### config.mk
export PLATFORM = sky130hd
export DESIGN_NAME = cond_unit
export DESIGN_NICKNAME = d
export VERILOG_FILES = /design/src/rtl/cond_unit.sv
export SDC_FILE = /design/constraint.sdc
export NUM_CORES = 1
export LEC_CHECK = 0
export BUFFER_PORTS_ARGS = -buffer_cell sky130_fd_sc_hd__buf_2
export CORE_AREA = 2 2 57 59
export CTS_CLUSTER_SIZE = 25
export DETAILED_ROUTE_END_ITERATION = 10
export DIE_AREA = 0 0 59 61
export PLACE_DENSITY = 0.82
export SLEW_MARGIN = 20
export SYNTH_ARGS = -nofsm -noshare
export SYNTH_HDL_FRONTEND = slang
export SYNTH_SLANG_ARGS = --single-unit
### constraint.sdc
create_clock -name clk -period 1.8 [get_ports clk]
set_input_delay 0.18 -clock clk [delete_from_list [all_inputs] [get_ports clk]]
set_output_delay 0.18 -clock clk [all_outputs]
set_load 0.02 [all_outputs]
### src/rtl/cond_unit.sv
// rtl/cond_unit.sv - ARM condition evaluation, NZCV register and one-entry decision stage.
// Optional direct flag write port enabled by defining CPSR_WRITE_EN.
module cond_unit (
  input  logic        clk,
  input  logic        reset,
  input  logic        in_valid,
  output logic        in_ready,
  input  logic [3:0]  cond,
  input  logic        s_bit,
  input  logic        logic_op,
  input  logic [3:0]  alu_flags,
  input  logic        shifter_carry,
  output logic        out_valid,
  input  logic        out_ready,
  output logic        exec,
  output logic [3:0]  flags_q,
  output logic        carry_to_alu,
  output logic [15:0] annul_count
`ifdef CPSR_WRITE_EN
  ,
  input  logic        flag_wr,
  input  logic [3:0]  flag_wdata
`endif
);

  logic n, z, c, v;
  logic pass;
  logic accept;

  assign n = flags_q[3];
  assign z = flags_q[2];
  assign c = flags_q[1];
  assign v = flags_q[0];

  assign in_ready     = !out_valid || out_ready;
  assign accept       = in_valid && in_ready;
  assign carry_to_alu = flags_q[1];

  always_comb begin
    pass = 1'b0;
    case (cond)
      4'd0:  pass = z;
      4'd1:  pass = !z;
      4'd2:  pass = c;
      4'd3:  pass = !c;
      4'd4:  pass = n;
      4'd5:  pass = !n;
      4'd6:  pass = v;
      4'd7:  pass = !v;
      4'd8:  pass = c && !z;
      4'd9:  pass = !c || z;
      4'd10: pass = (n == v);
      4'd11: pass = (n != v);
      4'd12: pass = !z && (n == v);
      4'd13: pass = z || (n != v);
      4'd14: pass = 1'b1;
      default: pass = 1'b0;
    endcase
  end

  always_ff @(posedge clk or posedge reset) begin
    if (reset) begin
      out_valid   <= 1'b0;
      exec        <= 1'b0;
      flags_q     <= 4'b0000;
      annul_count <= 16'd0;
    end else begin
      if (accept) begin
        out_valid <= 1'b1;
        exec      <= pass;
        if (!pass && annul_count != 16'hFFFF)
          annul_count <= annul_count + 16'd1;
      end else if (out_ready) begin
        out_valid <= 1'b0;
      end
      // Direct write wins over an S-update landing on the same edge.
`ifdef CPSR_WRITE_EN
      if (flag_wr)
        flags_q <= flag_wdata;
      else
`endif
      if (accept && pass && s_bit)
        flags_q <= logic_op ? {alu_flags[3:2], shifter_carry, flags_q[0]} : alu_flags;
    end
  end

endmodule

; ---- Word-level counts from Yosys, hierarchy flattened
; Index checks and enable logic that the tools add are counted.
[classes]
n_addsub = 1
n_eq_ne = 17
muxes = 4
n_bitwise = 1
reduce_logical = 19
[ops]
columns = operator, count
row1 = == test 4 bit (second input constant), 7
row2 = adder 16 x 1 -> 16 bit (second input constant), 1
row3 = == test 4 x 3 -> 1 bit (second input constant), 4
row4 = inequality test 16 bit (second input constant), 1
row5 = case mux 1 bit (15 select lines), 1
row6 = == test 4 x 2 -> 1 bit (second input constant), 2
row7 = logical AND 1 bit, 6
row8 = logical NOT 1 bit, 6
row9 = == test 4 x 1 -> 1 bit (second input constant), 1
row10 = logical NOT 4 bit, 1
row11 = AND reduction 2 bit, 2
row12 = logical OR 1 bit, 3
row13 = 2-to-1 mux 1 bit, 2
row14 = 2-to-1 mux 2 bit, 1
row15 = nonzero test 2 bit, 1
row16 = == test 1 bit, 1
row17 = inequality test 1 bit, 1
row18 = NOT 1 bit, 1
[totals]
reg_bits = 22
inputBits = 15
output_inout_bits = 24
word_cells = 47

; ---- Longest topological paths before layout
; Gate-level depths: netlist (run 1).
[logic_depth]
ltp_word = 6
ltp_mapped = 8
ltp_nobuf = 7

; ---- Worst setup path before layout (run 1)
; Ideal clock, no wire load.
[synth_path]
path_kind = register to register
start = register flags_q[3]
end = register annul_count[13]
setup_ns = 0.130
arrival_ns = 1.881
setup_slack_ns = -0.211
stages_incl_launch_ff = 8
n_path_buf = 1
period_less_slack_ns = 2.011
cell_sequence = dfrtp_1 and3b_1 o2111ai_1 o311ai_1 a211oi_4 buf_6 nand4_4 xnor2_2
[synth_via]
elab_chain_cells = 6
word_cells_on_any_way = 9
cone_classes = 2 x eq/ne / 1 x mux / 6 x reduce/logical
[synth_lines]
columns = item, line
row1 = "start, declared", 16  ; output logic [3:0] flags_q,
row2 = "start signal, assigned", 83  ; flags_q <= logic_op ? {alu_flags[3:2], shifter_carry, flags_q[0]} : alu_flags;
row3 = inequality test 1 bit / == test 1 bit (equally long branches), n/a
row4 = logical OR 1 bit / logical AND 1 bit (equally long branches), "55, 54"
row5 = case mux 1 bit (15 select lines) *, 41  ; case (cond)
row6 = logical NOT 1 bit *, 71  ; if (!pass && annul_count != 16'hFFFF)
row7 = logical AND 1 bit *, 71
row8 = AND reduction 2 bit (no source line) *, n/a
row9 = "end signal, assigned", 72  ; annul_count <= annul_count + 16'd1;
row10 = "end, declared", 18  ; output logic [15:0] annul_count
; Every way passes the cells marked *; elsewhere a longest branch is shown, timed or not.
; A chain may end at the register's enable or synchronous reset.

; ---- Worst setup path after layout (run 1)
[layout_path]
start = register flags_q[3]
end = register flags_q[3]
[layout_via]
elab_chain_cells = 5
word_cells_on_any_way = 8
cone_classes = 2 x eq/ne / 1 x mux / 5 x reduce/logical
[layout_lines]
columns = item, line
row1 = inequality test 1 bit / == test 1 bit (equally long branches), n/a
row2 = logical OR 1 bit / logical AND 1 bit (equally long branches), "55, 54"
row3 = case mux 1 bit (15 select lines) *, 41
row4 = logical AND 1 bit * (2 in series), 82  ; if (accept && pass && s_bit)
; Marks and branches as above.

==> results of run 1 <==
==> stage by stage <==
stage | area (sq um) | hold slack, ns | util, %
floorplan | 1300 | 0.169 | -
global placement | 1670 | 0.226 | 56.6
detailed placement | 1670 | 0.234 | 56.6
CTS | 1820 | 0.0811 | 61.7
global route | 1900 | 0.0899 | 64.4
finish | 1900 | 0.0843 | 64.4
==> how the worst max path moves through the flow <==
stage,endpoint,slack (ns),cells past startpoint
floorplan,annul_count[13],-0.1,7
global route,annul_count[11],-0.28,8
global placement,annul_count[1],-0.07,7
finish,flags_q[3],-0.17,7
detailed placement,annul_count[1],-0.16,7
CTS,flags_q[1],-0.14,7
==> kinds of logic (layout without fill, tap and decap cells) <==
kind of cell / Yosys count / count (layout) / synth area share [%]
flops: 22 / 22 / 43.4
buf+inv: 5 / 71 / 2.67
mux: 7 / 7 / 6.12
xor+xnor: 19 / 19 / 13.7
fa+ha+maj: 1 / 1 / 0.987
simple gates: 48 / 48 / 26.5
compound gates: 10 / 10 / 6.62
==> what timing repair did <==
| item | in CTS | in global routing |
|---|---|---|
| resized for setup | 7 | 13 |
| pin swaps | 1 | 1 |
| endpoints found under the setup margin | 19 | 21 |
| hold endpoints to repair | 22 | 0 |
| buffers inserted | 6 | 1 |
| hold buffers | 1 | 0 |
==> registers in the layout, summed over array words and instances, names as in the netlist <==
| name | flops |
|---|---|
| annul_count | 16 |
| flags_q | 4 |
| exec | 1 |
| out_valid | 1 |
==> power by group through the flow <==
stage / Combinational (uW) / Sequential, uW / Clock, uW
6_report: 1160 / 736 / 390
5_1_grt: 1230 / 761 / 409
4_1_cts: 1050 / 736 / 389
3_5_place_dp: 915 / 751 / 0
3_3_place_gp: 892 / 741 / 0
2_1_floorplan: 415 / 884 / 0
==> Yosys cell counts, drive strengths merged <==
cell type / n
a31oi: 1
and2: 2
buf: 3
nand2: 6
a22oi: 1
nand4: 6
nor3b: 3
and3b: 1
ha: 1
a211oi: 1
o311ai: 1
o2111ai: 1
o22ai: 1
o21ai: 2
nor2: 2
o21bai: 1
xor2: 2
xnor2: 17
nor2b: 3
a21oi: 1
inv: 2
dfrtp: 22
mux2i: 1
nand3b: 1
nand3: 9
nand2b: 3
and3: 11
nor3: 1
mux2: 6
==> final cells by class <==
cell class / instances / area share (%)
multi-input combinational: 85 / 42.6
clock inverter: 1 / 1.58
sequential: 22 / 29.3
tap: 33 / 2.17
inverter: 2 / 0.395
timing repair buffer: 65 / 22.8
clock buffer: 3 / 1.18
==> metal layers <==
metal  track usage [%]  up-vias  part of all wire [%]
met2              35.6       27                    53
met1              23.3      552                    43
met5                 0        -                     0
met4              5.19        0                   1.1
li1                  -      531                     -
met3              1.92        4                   3.5
==> critical path: cells and delay by family (launching register included) <==
| kind | cells | cell delay, ns |
|---|---|---|
| AOI/OAI and AO/OA | 3 | 0.64 |
| buffers and inverters | 1 | 0.18 |
| muxes | 1 | 0.30 |
| DFF | 1 | 0.46 |
| and+or+nand+nor | 2 | 0.29 |
==> impl_results.md, run 1 <==
* Vias/cell at 5.28
* Initial core utilization at 42.9%
* CP peak stage delay at 0.46 ns
* CP Capture Type: register
* PortBufs at 38
* Commonest non-fill, non-tap cell in the layout: buf_2
* Worst reg2reg path depth at 7
* Area occupied by multi-input gates at 811 sq um
* ANT cells at 0
* Worst slew margin at 76.2%
* CTS sink count at 22
* Yosys reg bits at 22
* Synthesized area at 1270 sq um
* Worst vdd ir at 0.792 mV
* Top-area cell type share of the netlist area at 43.4%
* Final Cycle Share at 110%
* Final setup skew at 0.0131 ns
* Row cnt at 20
* Final setup TNS at -2.60 ns
* Die X at 59 um
* Drc violations at 0
* Reg clk slew, reported paths at 0.14 ns
* Worst-Skew Late Latency at 0.32 ns
* Synth area leaders: dfrtp_1 (43%), xnor2_1 (11%), nand3_2 (6.3%)
* Reg-to-reg startpoint: flags_q[3]
* Area growth syn-to-layout at 50.0%
* Crit path max fanout at 5
* Share of cells above drive strength 1 at 58.4%
* Final ANT Viol Nets at 0
* RSZ-0062 raised after global routing: true
* P_leak at 0.000908 uW
* Crit path launch type: register
* Worst setup path class: register to register
* Switching Fraction at 36.8%
* Worst Hold Endpoint: out_valid
* Synth Warn # at 0
* Slew @ Worst Pin at 0.356 ns
* Register area at 557 sq um
* Hold Fails Final Rpt at 0
* Fillers at 231
* R2R Setup Slk at -0.17 ns
* Total CTS buffers at 3
* Cell variety after synth at 36
* Post-Syn Nets at 128
* Largest net degree at the start of global routing at 23
* Synth area leader: dfrtp_1
* Maximum clock rate at 0.507 GHz
* Worst EP required at 2.01 ns
* WHS Path Cells at 2
* Pint at 1440 uW
* Slowest CP cell: dfrtp_2
* # IOs at 39
* Chip height at 61 um
* Final setup violation count at 20
* Global-route wire length before repair at 5.13 mm
* Vias in the first global route at 1169
* Status: finished with violations
* CTS tree: built
* Critical Path AT at 2.18 ns
* Violations in the final reports: negative setup slack
* Final WS setup at -0.173 ns
* Hpwl dp at 2.27 mm
* Syn Inst Count at 112
* Final Power at 2280 uW
* Vias at 1114
* Root buf cell: clkbuf_4
* Sequential share of power at 32.3%
* Non-filler cells, final at 211
* Critical Path Source: flags_q[3]
* Hold Crit Class: input pin to register
* Max-slew violation count at 0
* Sequential fraction of the synthesis area at 43.4%
* Reg-to-Reg End: flags_q[3]
* Routed len/inst at 14.8 um
* NetSw at 840 uW
* Synthesized area per cell at 11.3 sq um
* Clock power share at 17.1%
* Most frequent cells in the layout: buf_2 (38), buf_4 (23), dfrtp_1 (17)
* GPL Wtd Cong at 0.839
* Number of buffers on the longest clock path at 2
* Fin crit period at 1.97 ns
* Setup WS pre-CTS at -0.155 ns
* Grt ovf at 0
* 1st-iter DRT viols at 23
* Crit path cell chain: and3b_2 -> o2111ai_4 -> o311ai_4 -> a211oi_4 -> buf_4 -> nor2_4 -> mux2_4
* Routed wire length at 3.13 mm
* # nets final at 195
* Initial antenna violation count at 0
* Core Area at 2950 sq um
* Hold Path Origin: in_valid
* Total Routing Usage GR at 19.0%
* H-tree depth at 1
* TritonRoute pass-1 iters at 4
* Die area at 3600 sq um
* PwrDens at 1200 nW/um^2
* Gate power share at 50.7%
* Number of max-cap violations at 0
* Dpl cells at 199
Note: power is estimated with default switching activity, not from simulation.
==> run 2: changes to the inputs <==
--- a/config.mk
+++ b/config.mk
@@ -11,7 +11,6 @@
 export DETAILED_ROUTE_END_ITERATION = 10
 export DIE_AREA = 0 0 59 61
 export PLACE_DENSITY = 0.82
-export SLEW_MARGIN = 20
 export SYNTH_ARGS = -nofsm -noshare
 export SYNTH_HDL_FRONTEND = slang
 export SYNTH_SLANG_ARGS = --single-unit
==> constraint.sdc (replaced) <==
create_clock -name clk -period 1.7 [get_ports clk]
set_input_delay 0.17 -clock clk [delete_from_list [all_inputs] [get_ports clk]]
set_output_delay 0.17 -clock clk [all_outputs]
set_load 0.02 [all_outputs]
==> run 2 against run 1 <==
The flow still finishes with violations (negative setup slack). Register-to-register slack got worse by 0.03 ns. Sequential share of layout area up 0.67 points. Count of clock-buffer cells in the layout unchanged. Combinational power hardly changed. Die area did not move. Non-clock buffer count up 1. Via count up 1.1%. Clock power grew 5.1%. Critical endpoint unchanged.
==> impl_results.md, run 2 (same netlist as run 1, synthesis figures left out) <==
* Worst vdd ir at 0.874 mV
* Max-slew violation count at 0
* Final Cycle Share at 112%
* Final std cell area, no fill at 1860 sq um
* Initial antenna violation count at 0
* GPL Wtd Cong at 0.761
* Non-filler cells, final at 212
* Grt ovf at 0
* Largest net degree at the start of global routing at 23
* Hold Fails Final Rpt at 0
* Violations in the final reports: negative setup slack
* Die area at 3600 sq um
* Maximum clock rate at 0.524 GHz
* Final setup skew at 0.00957 ns
* CTS sink count at 22
* Worst slew margin at 81.9%
* P_leak at 0.000897 uW
* Area growth syn-to-layout at 46.7%
* Largest regs: annul_count (16), flags_q (4)
* Most frequent cells in the layout: buf_2 (38), buf_4 (24), dfrtp_1 (17)
* Chip height at 61 um
* Commonest non-fill, non-tap cell in the layout: buf_2
* Root buf cell: clkbuf_4
* Largest register FFs at 16
* Worst-Skew Late Latency at 0.32 ns
* CTS tree: built
* Routed len/inst at 15.2 um
* Final ANT Viol Nets at 0
* Final Power at 2350 uW
* # nets final at 196
* Critical Path Source: flags_q[3]
* Largest reg by FF count: annul_count
* Fin crit period at 1.91 ns
* Global-route wire length before repair at 5.05 mm
* Row cnt at 20
* Core Area at 2950 sq um
* 1st-iter DRT viols at 19
* Setup WS pre-CTS at -0.233 ns
* PortBufs at 38
* CP Capture Type: register
* ANT cells at 0
* Reg clk slew, reported paths at 0.13 ns
* Status: finished with violations
* Share of cells above drive strength 1 at 57.0%
* Routed wire length at 3.23 mm
* Number of max-cap violations at 0
* Worst reg2reg path depth at 7
* Critical Path AT at 2.12 ns
* # IOs at 39
* Vias at 1126
* PwrDens at 1260 nW/um^2
* Hold Crit Class: input pin to register
* Crit path launch type: register
* Total CTS buffers at 3
* Crit path max fanout at 6
* Final WS setup at -0.207 ns
* Worst EP required at 1.91 ns
* RSZ-0062 raised after global routing: true
* Slew @ Worst Pin at 0.270 ns
* H-tree depth at 1
* Reg-to-reg startpoint: flags_q[3]
* Worst setup path class: register to register
* TritonRoute pass-1 iters at 4
* R2R Setup Slk at -0.21 ns
* Vias/cell at 5.31
* Final setup violation count at 20
* Reg-to-Reg End: flags_q[3]
* Number of buffers on the longest clock path at 2
* Die X at 59 um
* Hpwl dp at 2.44 mm
* Final setup TNS at -3.03 ns
* Initial core utilization at 42.9%
* Dpl cells at 203
* Crit path capture: flags_q[3]
* Total Routing Usage GR at 18.9%
* Vias in the first global route at 1106
* Placed Area at 1690 sq um
* Drc violations at 0
## run 2: cell types whose count changed in the layout (fill, tap and decap cells not counted), sizes merged
cell  delta
buf      +1
## run 2: worst min-delay path by stage
stage,from,to,slack (ns),cells after the start
6_report,in_valid,out_valid,0.05,2
5_1_grt,alu_flags[0],flags_q[0],0.07,2
4_1_cts,in_valid,out_valid,0.06,2
3_5_place_dp,reset,annul_count[13],0.22,3
3_3_place_gp,reset,annul_count[14],0.22,3
2_1_floorplan,reset,annul_count[0],0.16,1
## run 2: final cells by class
cell class / count / area, sq um
Multi-Input combinational cell: 85 / 778
Tap cell: 33 / 41.3
Clock inverter: 1 / 30.0
Sequential cell: 22 / 557
Fill cell: 257 / 1090
Clock buffer: 3 / 22.5
Inverter: 2 / 7.51
Timing Repair Buffer: 66 / 423
## run 2: per-stage QoR
stage | utilization, % | hold WS [ns]
after global routing | 63.0 | 0.0659
after detailed placement | 57.2 | 0.221
after floorplan | - | 0.159
final | 63.0 | 0.0537
after global placement | 57.2 | 0.216
after CTS | 61.1 | 0.0560
## run 2: where the power goes
group	internal [uW]	switching, uW	leakage, uW
combinational	568	572	0.000589
sequential	652	144	0.000280
clock	239	171	0.0000279
total	1460	887	0.000897
## run 2: timing repair
| action | CTS | global route |
|---|---|---|
| endpoints found under the setup margin | 20 | 21 |
| gates resized for setup | 6 | 9 |
| buffers inserted | 3 | 1 |
| gates cloned | 0 | 0 |
| hold buffers | 1 | 0 |
| hold endpoints to repair | 22 | 0 |
| pin swaps | 1 | 4 |
## run 2: critical path, stage by stage, from the launching register on
cell	delay [ns]
dfrtp_2	0.47
and3b_1	0.20
o21bai_1	0.16
a31oi_2	0.14
a211oi_4	0.30
buf_4	0.17
nor2_4	0.05
mux2_1	0.31
## run 2: routing by layer
layer / up-vias / GRT usage, % / wire length (um)
met5: - / 0 / 0
met4: 0 / 8.12 / 70
met3: 7 / 1.92 / 131
met2: 33 / 36.5 / 1750
met1: 555 / 20.9 / 1280
li1: 531 / - / -
==> run 3: changes to the inputs <==
--- a/config.mk
+++ b/config.mk
@@ -6,11 +6,11 @@
 export NUM_CORES = 1
 export LEC_CHECK = 0
 export BUFFER_PORTS_ARGS = -buffer_cell sky130_fd_sc_hd__buf_2
-export CORE_AREA = 2 2 57 59
+export CORE_AREA = 2 2 68 63
 export CTS_CLUSTER_SIZE = 25
 export DETAILED_ROUTE_END_ITERATION = 10
-export DIE_AREA = 0 0 59 61
-export PLACE_DENSITY = 0.82
+export DIE_AREA = 0 0 70 65
+export PLACE_DENSITY = 0.69
 export SYNTH_ARGS = -nofsm -noshare
 export SYNTH_HDL_FRONTEND = slang
 export SYNTH_SLANG_ARGS = --single-unit
==> run 3 against run 2 <==
The run still ends with negative setup slack left. Clock skew shrank 0.0033 ns. Die area grew 26%. Via count shrank 2.4%. Clock power shrank 8.8%. Wire length shrank 4.3%. Sequential power shrank 2.6%. Critical endpoint is now annul_count[7]. Largest cell class unchanged. Largest power group unchanged. Highest routed layer unchanged.
==> impl_results.md, run 3 (same netlist as run 1, synthesis figures left out) <==
* Final setup violation count at 21
* Worst slew margin at 79.3%
* CP Capture Type: register
* Area growth syn-to-layout at 48.7%
* Root buf cell: clkbuf_8
* Worst-Skew Late Latency at 0.26 ns
* Slew @ Worst Pin at 0.310 ns
* Largest regs: annul_count (16), flags_q (4)
* Commonest non-fill, non-tap cell in the layout: buf_2
* Chip height at 65 um
* Initial core utilization at 32.4%
* Hold Path Origin: alu_flags[3]
* Hold Crit Class: input pin to register
* Vias in the first global route at 1112
* Row cnt at 22
* CTS tree: built
* Initial antenna violation count at 0
* Routed wire length at 3.09 mm
* Worst path bufs/invs at 2
* PortBufs at 38
* Worst EP required at 1.84 ns
* Crit path cell chain: and3b_1 -> o21bai_1 -> a31oi_2 -> a211oi_4 -> buf_6 -> buf_4 -> nand4_1 -> xnor2_1
* Final ANT Viol Nets at 0
* Worst vdd ir at 0.852 mV
* Share of cells above drive strength 1 at 57.5%
* Slowest CP cell: dfrtp_2
* Number of max-cap violations at 0
* GPL Wtd Cong at 0.826
* Crit path launch type: register
* # IOs at 39
* Final setup skew at 0.00625 ns
* Total CTS buffers at 3
* Final WS setup at -0.187 ns
* R2R Setup Slk at -0.19 ns
* Grt ovf at 0
* Critical Path AT at 2.03 ns
* Reg-to-Reg End: annul_count[7]
* Status: finished with violations
* Most frequent cells in the layout: buf_2 (38), buf_4 (26), dfrtp_1 (17)
* Routed len/inst at 13.5 um
* Die area at 4550 sq um
* Crit path max fanout at 9
* Crit path max-delay family: compound AO/OA/AOI/OAI gates
* Die X at 70 um
* Violations in the final reports: negative setup slack
* Final Cycle Share at 111%
* Hold Slack at 0.135 ns
* Reg-to-reg startpoint: flags_q[3]
* Setup WS pre-CTS at -0.272 ns
* RSZ-0062 raised after global routing: true
* H-tree depth at 1
* Vias at 1099
* Hold Fails Final Rpt at 0
* P_leak at 0.000918 uW
* 1st-iter DRT viols at 45
* PwrDens at 1220 nW/um^2
* ANT cells at 0
* Largest reg by FF count: annul_count
* Global-route wire length before repair at 5.13 mm
* Vias/cell at 4.80
* Max-slew violation count at 0
* Worst Hold Endpoint: flags_q[3]
* Reg clk slew, reported paths at 0.08 ns
* Hpwl dp at 2.37 mm
* CTS sink count at 22
* Worst setup path class: register to register
* Drc violations at 0
* WHS Path Cells at 2
* Worst reg2reg path depth at 8
* # nets final at 198
* Largest register FFs at 16
* Total Routing Usage GR at 14.3%
* Fin crit period at 1.89 ns
* Final Power at 2300 uW
* Core Area at 3910 sq um
* Maximum clock rate at 0.530 GHz
* TritonRoute pass-1 iters at 4
* Number of buffers on the longest clock path at 2
* CP peak stage delay at 0.45 ns
* Largest net degree at the start of global routing at 23
run 3: where the power goes:
group | switching [uW] | internal [uW]
sequential | 122 | 653
clock | 168 | 207
combinational | 576 | 579
total | 865 | 1440
run 3: worst max path at each step:
stage          startpoint         endpoint  slack [ns]  cells after the start
5_1_grt        flags_q[3]   annul_count[7]       -0.29                      8
6_report       flags_q[3]   annul_count[7]       -0.19                      8
3_3_place_gp   flags_q[1]   annul_count[1]       -0.18                      7
3_5_place_dp   flags_q[1]   annul_count[7]       -0.27                      8
2_1_floorplan  flags_q[3]  annul_count[13]       -0.19                      7
4_1_cts        flags_q[3]       flags_q[0]       -0.27                      7
run 3: through the flow:
stage               cells  utilization (%)  instance area [sq um]  TNS, ns
finish                229             48.2                   1880    -2.69
global route          229             48.2                   1880    -4.62
CTS                   229             47.3                   1850    -3.80
detailed placement    222             44.1                   1730    -3.15
global placement      222             44.1                   1730    -1.97
floorplan             112                -                   1300    -2.39
run 3: area by class of cell:
type,count,area [sq um]
fillers,359,2020
multi-input cells,85,776
flip-flops and latches,22,557
repair buffers,68,429
well taps,48,60.1
clock buffers,4,55.1
inverters,2,7.51
run 3: timing repair:
item                                    in CTS  in global routing
buffers inserted                             2                  0
resized for setup                           10                  5
hold buffers                                 1                  0
pin swaps                                    7                  5
endpoints found under the setup margin      20                 21
hold endpoints to repair                    22                  0
run 3: metal layers:
metal  vias up  GRT usage [%]  routed length [um]  part of all wire [%]
met3         4           2.80                 181                   5.9
met2        30           25.0                1500                    49
met4         0           6.49                  46                   1.5
met5         -              0                   0                     0
met1       527           17.0                1360                    44
li1        538              -                   -                     -
